### src/rtl/fc_dma_pkg.sv
// Shared types for the FC-stage DMA loader: FSM states, FC bank region codes
// and region-length helpers derived from the layer sizes.
package fc_dma_pkg;

   typedef enum logic [1:0] {
      ST_IDLE  = 2'd0,
      ST_FETCH = 2'd1,
      ST_DRAIN = 2'd2,
      ST_DONE  = 2'd3
   } state_e;

   typedef enum logic [2:0] {
      RG_X  = 3'd0,
      RG_W1 = 3'd1,
      RG_B1 = 3'd2,
      RG_W2 = 3'd3,
      RG_B2 = 3'd4
   } region_e;

   function automatic int unsigned region_len(input region_e r,
                                              input int unsigned ip1,
                                              input int unsigned op1,
                                              input int unsigned ip2,
                                              input int unsigned op2);
      case (r)
         RG_X:    return ip1;
         RG_W1:   return op1 * ip1;
         RG_B1:   return op1;
         RG_W2:   return op2 * ip2;
         default: return op2;
      endcase
   endfunction

   function automatic region_e next_region(input region_e r);
      case (r)
         RG_X:    return RG_W1;
         RG_W1:   return RG_B1;
         RG_B1:   return RG_W2;
         RG_W2:   return RG_B2;
         default: return RG_X;
      endcase
   endfunction

endpackage

### src/rtl/fc_dma_addr_gen.sv
// Region/index walker and issued-word counter for the FC DMA loader.
// Steps once per granted read; flags the final index of a region and of the whole sequence.
module fc_dma_addr_gen
   import fc_dma_pkg::*;
#(
   parameter int unsigned IP_LAYER1_SIZE = 128,
   parameter int unsigned OP_LAYER1_SIZE = 84,
   parameter int unsigned IP_LAYER2_SIZE = 84,
   parameter int unsigned OP_LAYER2_SIZE = 10,
   parameter int unsigned ADDRESS_SIZE   = 16,
   parameter int unsigned IDX_W          = 13
) (
   input  logic                    clk,
   input  logic                    reset,
   input  logic                    clear_i,
   input  logic                    advance_i,
   output region_e                 region_o,
   output logic [IDX_W-1:0]        index_o,
   output logic [ADDRESS_SIZE-1:0] issue_cnt_o,
   output logic                    last_word_o
);

   region_e                 region_q, region_d;
   logic [IDX_W-1:0]        index_q, index_d;
   logic [ADDRESS_SIZE-1:0] cnt_q, cnt_d;
   logic [IDX_W-1:0]        last_idx;
   logic                    last_in_region;

   always_comb begin
      last_idx       = IDX_W'(region_len(region_q, IP_LAYER1_SIZE, OP_LAYER1_SIZE,
                                         IP_LAYER2_SIZE, OP_LAYER2_SIZE) - 1);
      last_in_region = (index_q == last_idx);
      last_word_o    = last_in_region && (region_q == RG_B2);

      region_d = region_q;
      index_d  = index_q;
      cnt_d    = cnt_q;
      if (clear_i) begin
         region_d = RG_X;
         index_d  = '0;
         cnt_d    = '0;
      end else if (advance_i) begin
         cnt_d = cnt_q + 1'b1;
         if (last_in_region) begin
            index_d  = '0;
            region_d = next_region(region_q);
         end else begin
            index_d = index_q + 1'b1;
         end
      end
   end

   always_ff @(posedge clk or negedge reset) begin
      if (!reset) begin
         region_q <= RG_X;
         index_q  <= '0;
         cnt_q    <= '0;
      end else begin
         region_q <= region_d;
         index_q  <= index_d;
         cnt_q    <= cnt_d;
      end
   end

   assign region_o    = region_q;
   assign index_o     = index_q;
   assign issue_cnt_o = cnt_q;

endmodule

### src/rtl/fc_dma_loader.sv
// Streams X, W1, B1, W2, B2 from shared RAM into the FC register banks, then raises enFC.
// Optional `FC_DMA_ABORT_EN adds an abort input that drops an in-progress transfer.
module fc_dma_loader
   import fc_dma_pkg::*;
#(
   parameter int unsigned  WORD_SIZE      = 16,
   parameter int unsigned  ADDRESS_SIZE   = 16,
   parameter int unsigned  IP_LAYER1_SIZE = 128,
   parameter int unsigned  OP_LAYER1_SIZE = 84,
   parameter int unsigned  IP_LAYER2_SIZE = 84,
   parameter int unsigned  OP_LAYER2_SIZE = 10,
   localparam int unsigned IDX_W          = $clog2(OP_LAYER1_SIZE * IP_LAYER1_SIZE)
) (
   input  logic                    clk,
   input  logic                    reset,
   input  logic                    start,
   input  logic [ADDRESS_SIZE-1:0] base_addr,
`ifdef FC_DMA_ABORT_EN
   input  logic                    abort,
`endif
   output logic                    ram_rd_en,
   output logic [ADDRESS_SIZE-1:0] ram_addr,
   input  logic                    ram_gnt,
   input  logic [WORD_SIZE-1:0]    ram_rd_data,
   output logic                    wr_en,
   output logic [2:0]              wr_region,
   output logic [IDX_W-1:0]        wr_index,
   output logic [WORD_SIZE-1:0]    wr_data,
   output logic                    busy,
   output logic                    done,
   output logic                    enFC
);

   state_e                  state_q, state_d;
   logic [ADDRESS_SIZE-1:0] base_q, base_d;
   logic                    enfc_q, enfc_d;
   logic                    tag_vld_q;
   region_e                 tag_region_q;
   logic [IDX_W-1:0]        tag_index_q;

   region_e                 cur_region;
   logic [IDX_W-1:0]        cur_index;
   logic [ADDRESS_SIZE-1:0] issue_cnt;
   logic                    last_word;
   logic                    abort_s;
   logic                    start_acc;
   logic                    issue;

`ifdef FC_DMA_ABORT_EN
   assign abort_s = abort;
`else
   assign abort_s = 1'b0;
`endif

   // An aborting cycle issues nothing, so no write can trail the return to IDLE.
   assign start_acc = (state_q == ST_IDLE) && start;
   assign ram_rd_en = (state_q == ST_FETCH) && !abort_s;
   assign issue     = ram_rd_en && ram_gnt;

   fc_dma_addr_gen #(
      .IP_LAYER1_SIZE (IP_LAYER1_SIZE),
      .OP_LAYER1_SIZE (OP_LAYER1_SIZE),
      .IP_LAYER2_SIZE (IP_LAYER2_SIZE),
      .OP_LAYER2_SIZE (OP_LAYER2_SIZE),
      .ADDRESS_SIZE   (ADDRESS_SIZE),
      .IDX_W          (IDX_W)
   ) u_addr_gen (
      .clk         (clk),
      .reset       (reset),
      .clear_i     (start_acc),
      .advance_i   (issue),
      .region_o    (cur_region),
      .index_o     (cur_index),
      .issue_cnt_o (issue_cnt),
      .last_word_o (last_word)
   );

   always_comb begin
      state_d = state_q;
      case (state_q)
         ST_IDLE:  if (start) state_d = ST_FETCH;
         ST_FETCH: if (issue && last_word) state_d = ST_DRAIN;
         ST_DRAIN: state_d = ST_DONE;
         ST_DONE:  state_d = ST_IDLE;
         default:  state_d = ST_IDLE;
      endcase
      if (abort_s && ((state_q == ST_FETCH) || (state_q == ST_DRAIN))) begin
         state_d = ST_IDLE;
      end

      enfc_d = enfc_q;
      if (start_acc) begin
         enfc_d = 1'b0;
      end else if ((state_q == ST_DRAIN) && (state_d == ST_DONE)) begin
         enfc_d = 1'b1;
      end

      base_d = start_acc ? base_addr : base_q;
   end

   always_ff @(posedge clk or negedge reset) begin
      if (!reset) begin
         state_q      <= ST_IDLE;
         base_q       <= '0;
         enfc_q       <= 1'b0;
         tag_vld_q    <= 1'b0;
         tag_region_q <= RG_X;
         tag_index_q  <= '0;
      end else begin
         state_q      <= state_d;
         base_q       <= base_d;
         enfc_q       <= enfc_d;
         tag_vld_q    <= issue;
         tag_region_q <= cur_region;
         tag_index_q  <= cur_index;
      end
   end

   // Read data arrives the cycle after issue, aligned with the in-flight tag.
   assign ram_addr  = base_q + issue_cnt;
   assign wr_en     = tag_vld_q;
   assign wr_region = tag_region_q;
   assign wr_index  = tag_index_q;
   assign wr_data   = tag_vld_q ? ram_rd_data : '0;
   assign busy      = (state_q == ST_FETCH) || (state_q == ST_DRAIN);
   assign done      = (state_q == ST_DONE);
   assign enFC      = enfc_q;

endmodule

### config.mk
export PLATFORM = sky130hd
export DESIGN_NAME = fc_dma_loader
export DESIGN_NICKNAME = d
export VERILOG_FILES = /design/src/rtl/fc_dma_pkg.sv /design/src/rtl/fc_dma_addr_gen.sv /design/src/rtl/fc_dma_loader.sv
export SDC_FILE = /design/constraint.sdc
export NUM_CORES = 1
export LEC_CHECK = 0
export CORE_MARGIN = 2
export CORE_UTILIZATION = 51
export CTS_CLUSTER_SIZE = 40
export DETAILED_ROUTE_END_ITERATION = 12
export PLACE_DENSITY = 0.8
export SYNTH_ARGS = -nofsm -noshare
export SYNTH_HDL_FRONTEND = slang
export SYNTH_SLANG_ARGS = --single-unit
### constraint.sdc
create_clock -name clk -period 3.7 [get_ports clk]
set_input_delay 0.74 -clock clk [delete_from_list [all_inputs] [get_ports clk]]
set_output_delay 0.74 -clock clk [all_outputs]
set_load 0.05 [all_outputs]
After elaboration in Yosys (flattened, before gate mapping) --
Index checks and enable logic that the tools add are counted. Widths: inputs -> output; s select.
Word-level totals: register bits 70, input bits 36, output and inout bits 54, logic and storage cells 50
Cells by class: $add $sub $neg 4, equality and inequality tests 9, mux-type cells 16, reduce and logical (&&, ||, !) cells 12
Operators by type and width (number):
- $pmux 14 s4 | 1
- $mux 16 | 3
- $mux 14 | 3
- $add 16x1->16 const B | 1
- $add 16x16->16 | 1
- $add 14x1->14 const B | 1
- $eq 14x14->1 | 1
- $sub 14x1->14 const B | 1
- $pmux 3 s4 | 1
- $mux 3 | 3
- $pmux 2 s4 | 1
- $eq 2x2->1 const B | 3
- $eq 3x2->1 const B | 2
- $reduce_bool 2->1 | 3
- $logic_and 1x1->1 | 5
- $mux 2 | 2
- $eq 3x1->1 const B | 1
- $eq 3x3->1 const B | 1
- $logic_not 3->1 | 1
- $eq 2x1->1 const B | 1
- $logic_not 2->1 | 1
- $mux 1 | 2
- $reduce_and 2->1 | 1
- $logic_or 1x1->1 | 1

Logic depth before layout (Yosys ltp) --
depth in word-level cells 12, mapped depth 12, gate-level depth less buffers 9

Modules after synthesis --
From an unflattened synthesis, not the netlist that was laid out.
Unflattened totals: cells, all modules 411, area total of the unflattened synthesis 4235.3 µm²
Modules (own cells, without submodules):
- fc_dma_addr_gen | times used 1, cells each 224, area each 2143.3 µm², sequential area each 825.8 µm²
- fc_dma_loader | times used 1, cells each 187, area each 2092.0 µm², sequential area each 925.9 µm²

Least setup slack after synthesis --
Ideal clock, no wire load.
kind reg2out, start register u_addr_gen.cnt_q[10], in the netlist u_addr_gen.issue_cnt_o[10], end output port ram_addr[15], arrival time 2693 ps, data required time 2960 ps, setup slack 267 ps, stages on the path, launching flop included 8, path buffers 0, path through dfrtp_1 -> ha_1 -> a21o_1 -> a211oi_1 -> o2bb2ai_1 -> a31o_2 -> nor2_1 -> a211oi_1
Between the ends: longest elaborated chain between the ends 1
RTL lines:
- start: declaration | RTL line fc_dma_addr_gen.sv:25 | logic [ADDRESS_SIZE-1:0] cnt_q, cnt_d;
- start signal: assignment | RTL line fc_dma_addr_gen.sv:61 | cnt_q <= cnt_d;
- $add 16x16->16 | RTL line fc_dma_loader.sv:120 | assign ram_addr = base_q + issue_cnt;
- end: declaration | RTL line fc_dma_loader.sv:22 | output logic [ADDRESS_SIZE-1:0] ram_addr,
No other way between the ends.

Worst setup path after layout --
start register u_addr_gen.cnt_q[0], in the netlist u_addr_gen.issue_cnt_o[0], end output port ram_addr[10]
The elaborated chain is that of the path after synthesis.

==> results.json <==
{
  "dr_total_vias": 3641,
  "slew_viol_final": 0,
  "max_slew_margin": 0.440,
  "drive_gt1_frac": 0.0793,
  "ctsRootBufferMaster": "clkbuf_8",
  "r2r-start": "u_addr_gen.region_o[2]",
  "drt_iter0_drc": 166,
  "die-area_um2": 8850,
  "reg2reg_setup_slack_ns": 0.51,
  "worstSetupStartpoint": "u_addr_gen.issue_cnt_o[0]",
  "dp_hpwl_mm": 7.18,
  "p_per_area_nw_per_um2": 615,
  "ir_worst_vdd_uv": 221,
  "cp_data_required_time_ns": 2.96,
  "crit_type": "register to output port",
  "path_delay_family": "compound AO/OA/AOI/OAI gates",
  "drv_cap": 0,
  "cp-start-kind": "register",
  "syn-num-nets": 518,
  "worstSetupEndpointType": "output port",
  "wl_mm": 9.75,
  "postPlaceCellArea_um2": 5150,
  "overflow": 0,
  "routed_via_density": 5.54,
  "ys_top_cells_by_area": "dfrtp_1 42%, ha_1 7.3%, nand2_1 7.0%",
  "syn_area_per_cell_um2": 9.05,
  "fmax_ghz": 0.280,
  "yosys.cell_count.top_type": "nand2_1",
  "worstHoldStart": "u_addr_gen.index_o[13]",
  "skew_ns": 0.00855,
  "ys_warn_count": 0,
  "synth_ff_type": "dfrtp_1",
  "rows": 32,
  "antenna_found_initial": 0,
  "dp.cells": 641,
  "clk_latency_ns": 0.35,
  "power_leakage_nw": 2.45,
  "synth_top_area_share": 0.423,
  "ys_seq_elements": 70,
  "io_pins": 90,
  "cpPeakStageDelay_ns": 0.45,
  "place.gp.congestion": 0.912,
  "diodes": 0,
  "crit_slowest_cell": "dfrtp_2",
  "grt_pass1_vias": 3518,
  "cts_tree": "built",
  "syn_to_final_growth_pct": 29.6,
  "worst_r2r_endpoint": "u_addr_gen.region_o[1]",
  "hold_viol": 0,
  "clkSlewWorstSetupHoldPaths_ns": 0.08,
  "worstMarginPinSlew_ns": 0.841,
  "grt_max_degree": 41,
  "final.setup.tns_ns": 0,
  "fin_area_um2": 5360,
  "r2r_cells": 9,
  "path_max_fanout": 5,
  "grt_usage": 0.235,
  "hold_class": "register to register",
  "synth-async-reset-ratio": 1.00,
  "cts_buffers": 9,
  "core_region_area_um2": 7810,
  "htreeDepth": 3,
  "io_buffers": 89,
  "grt_setup_unrepaired": "true",
  "die_h_um": 94.1,
  "netlist-cell-type-count": 61,
  "holdWs_ns": 0.453,
  "crit_arrival_ns": 2.83,
  "min_period_ns": 3.57,
  "synthTopCellsByCount": "77 x nand2_1, 70 x dfrtp_1, 35 x nor2_1, 24 x ha_1, 21 x nand3_1",
  "nets": 611,
  "syn_area_um2": 4140,
  "synth_enable_flop_cells": 0,
  "wl_per_cell_um": 14.8,
  "setup_viol_count_final": 0,
  "antenna_left": 0,
  "grt_pass1_wl_mm": 16.3,
  "total_power_mw": 3.30,
  "clk_path_buf_depth": 2,
  "clkSinkCount": 70,
  "first_pass_iters": 4,
  "synthCells": 457,
  "outcome": "finished clean",
  "post-route-period-util": 0.966,
  "hold_end": "wr_index[13]",
  "die_w_um": 94.1,
  "ys_seq_area_frac": 0.423,
  "synth_top_area_cell": "dfrtp_1",
  "start_util": 0.530,
  "whs_path_depth": 0,
  "stdcell_count": 657,
  "crit_chain": "ha_1 > inv_1 > fa_1 > nor2b_1 > o31a_1 > o41a_1 > a221o_1 > a21oi_2 > xnor2_2 > buf_12",
  "crit_buf_inv": 2,
  "drc": 0
}
worst max-delay path by stage:
stage,to,slack [ns],cells past startpoint
2_1_floorplan,ram_addr[15],0.27,7
3_3_place_gp,ram_addr[13],0.36,7
3_5_place_dp,ram_addr[13],0.36,7
4_1_cts,ram_addr[9],0.05,7
5_1_grt,ram_addr[10],-0.02,10
6_report,ram_addr[10],0.13,10
final cells by class:
type / count / area, um^2
Clock inverter: 7 / 78.8
Inverter: 13 / 48.8
Timing Repair Buffer: 98 / 963
Sequential cell: 70 / 1750
Multi-Input combinational cell: 358 / 2270
Clock buffer: 9 / 124
Fill cell: 610 / 2450
Tap cell: 102 / 128
per-layer routing:
layer,wire [um],track usage,vias to the layer above
met4,136,0.0761,0
met5,0,0,-
met3,541,0.0538,13
met1,4230,0.302,1740
met2,4830,0.392,95
li1,-,-,1793
power by group:
part           internal, mW  switching (mW)  leakage [nW]
Sequential            0.888           0.108         0.942
Combinational         0.588            1.09          1.42
Clock                 0.318           0.303        0.0929
sequential cells by signal, indices dropped and copies added, names as in the netlist:
| signal | cells |
|---|---|
| enFC | 1 |
| u_addr_gen.region_o | 3 |
| state_q | 2 |
| wr_en | 1 |
| wr_region | 3 |
| base_q | 16 |
| wr_index | 14 |
| u_addr_gen.index_o | 14 |
| u_addr_gen.issue_cnt_o | 16 |
what timing repair did:
item / 4_1_cts / 5_1_grt
setup buffers: 0 / 0
resized for setup: 2 / 4
endpoints found under the setup margin: 2 / 3
pin swaps: 0 / 1
hold buffers: 0 / 0
cloned: 0 / 0
worst register-to-register path: cells and delay by family (launching register included):
kind	cells	cell delay (ns)
AO/OA/AOI/OAI	2	0.40
adder cells (fa/ha/maj)	1	0.31
AND/OR/NAND/NOR	6	1.89
flip-flops	1	0.48
metrics by stage:
step                utilization  setup WS [ns]
finish                    0.687          0.127
global route              0.687        -0.0155
CTS                       0.685         0.0516
detailed placement        0.659          0.358
global placement          0.659          0.355
floorplan                     -          0.267
cells by family (layout without fill, tap and decap cells):
logic type / after synthesis / in the layout / synth area share
XOR/XNOR: 35 / 35 / 0.0741
AO/OA/AOI/OAI: 84 / 84 / 0.142
AND/OR/NAND/NOR: 212 / 212 / 0.247
flip-flops: 70 / 70 / 0.423
adder cells (fa/ha/maj): 25 / 25 / 0.0774
buffers and inverters: 29 / 127 / 0.0315
multiplexers: 2 / 2 / 0.00484
layout by cell type (no fill, tap or decap), types with 3 or more instances in the layout:
| cell | instances |
|---|---|
| or3_1 | 4 |
| nand3_1 | 21 |
| a21oi_1 | 17 |
| xnor2_1 | 15 |
| nor3b_1 | 3 |
| a21o_1 | 5 |
| xor2_1 | 19 |
| nor4_1 | 6 |
| inv_1 | 11 |
| clkbuf_8 | 9 |
| o21a_1 | 3 |
| buf_4 | 13 |
| or4_1 | 3 |
| inv_6 | 3 |
| clkdlybuf4s50_1 | 79 |
| o21ai_0 | 19 |
| and2_1 | 20 |
| o211ai_1 | 6 |
| a211oi_1 | 6 |
| nor3_1 | 16 |
| and3_1 | 9 |
| nor2b_1 | 5 |
| nor2_1 | 35 |
| nand4_1 | 4 |
| dfrtp_1 | 69 |
| ha_1 | 24 |
| clkinvlp_4 | 3 |
| nand2_1 | 77 |
(Power assumes the default switching activity.)
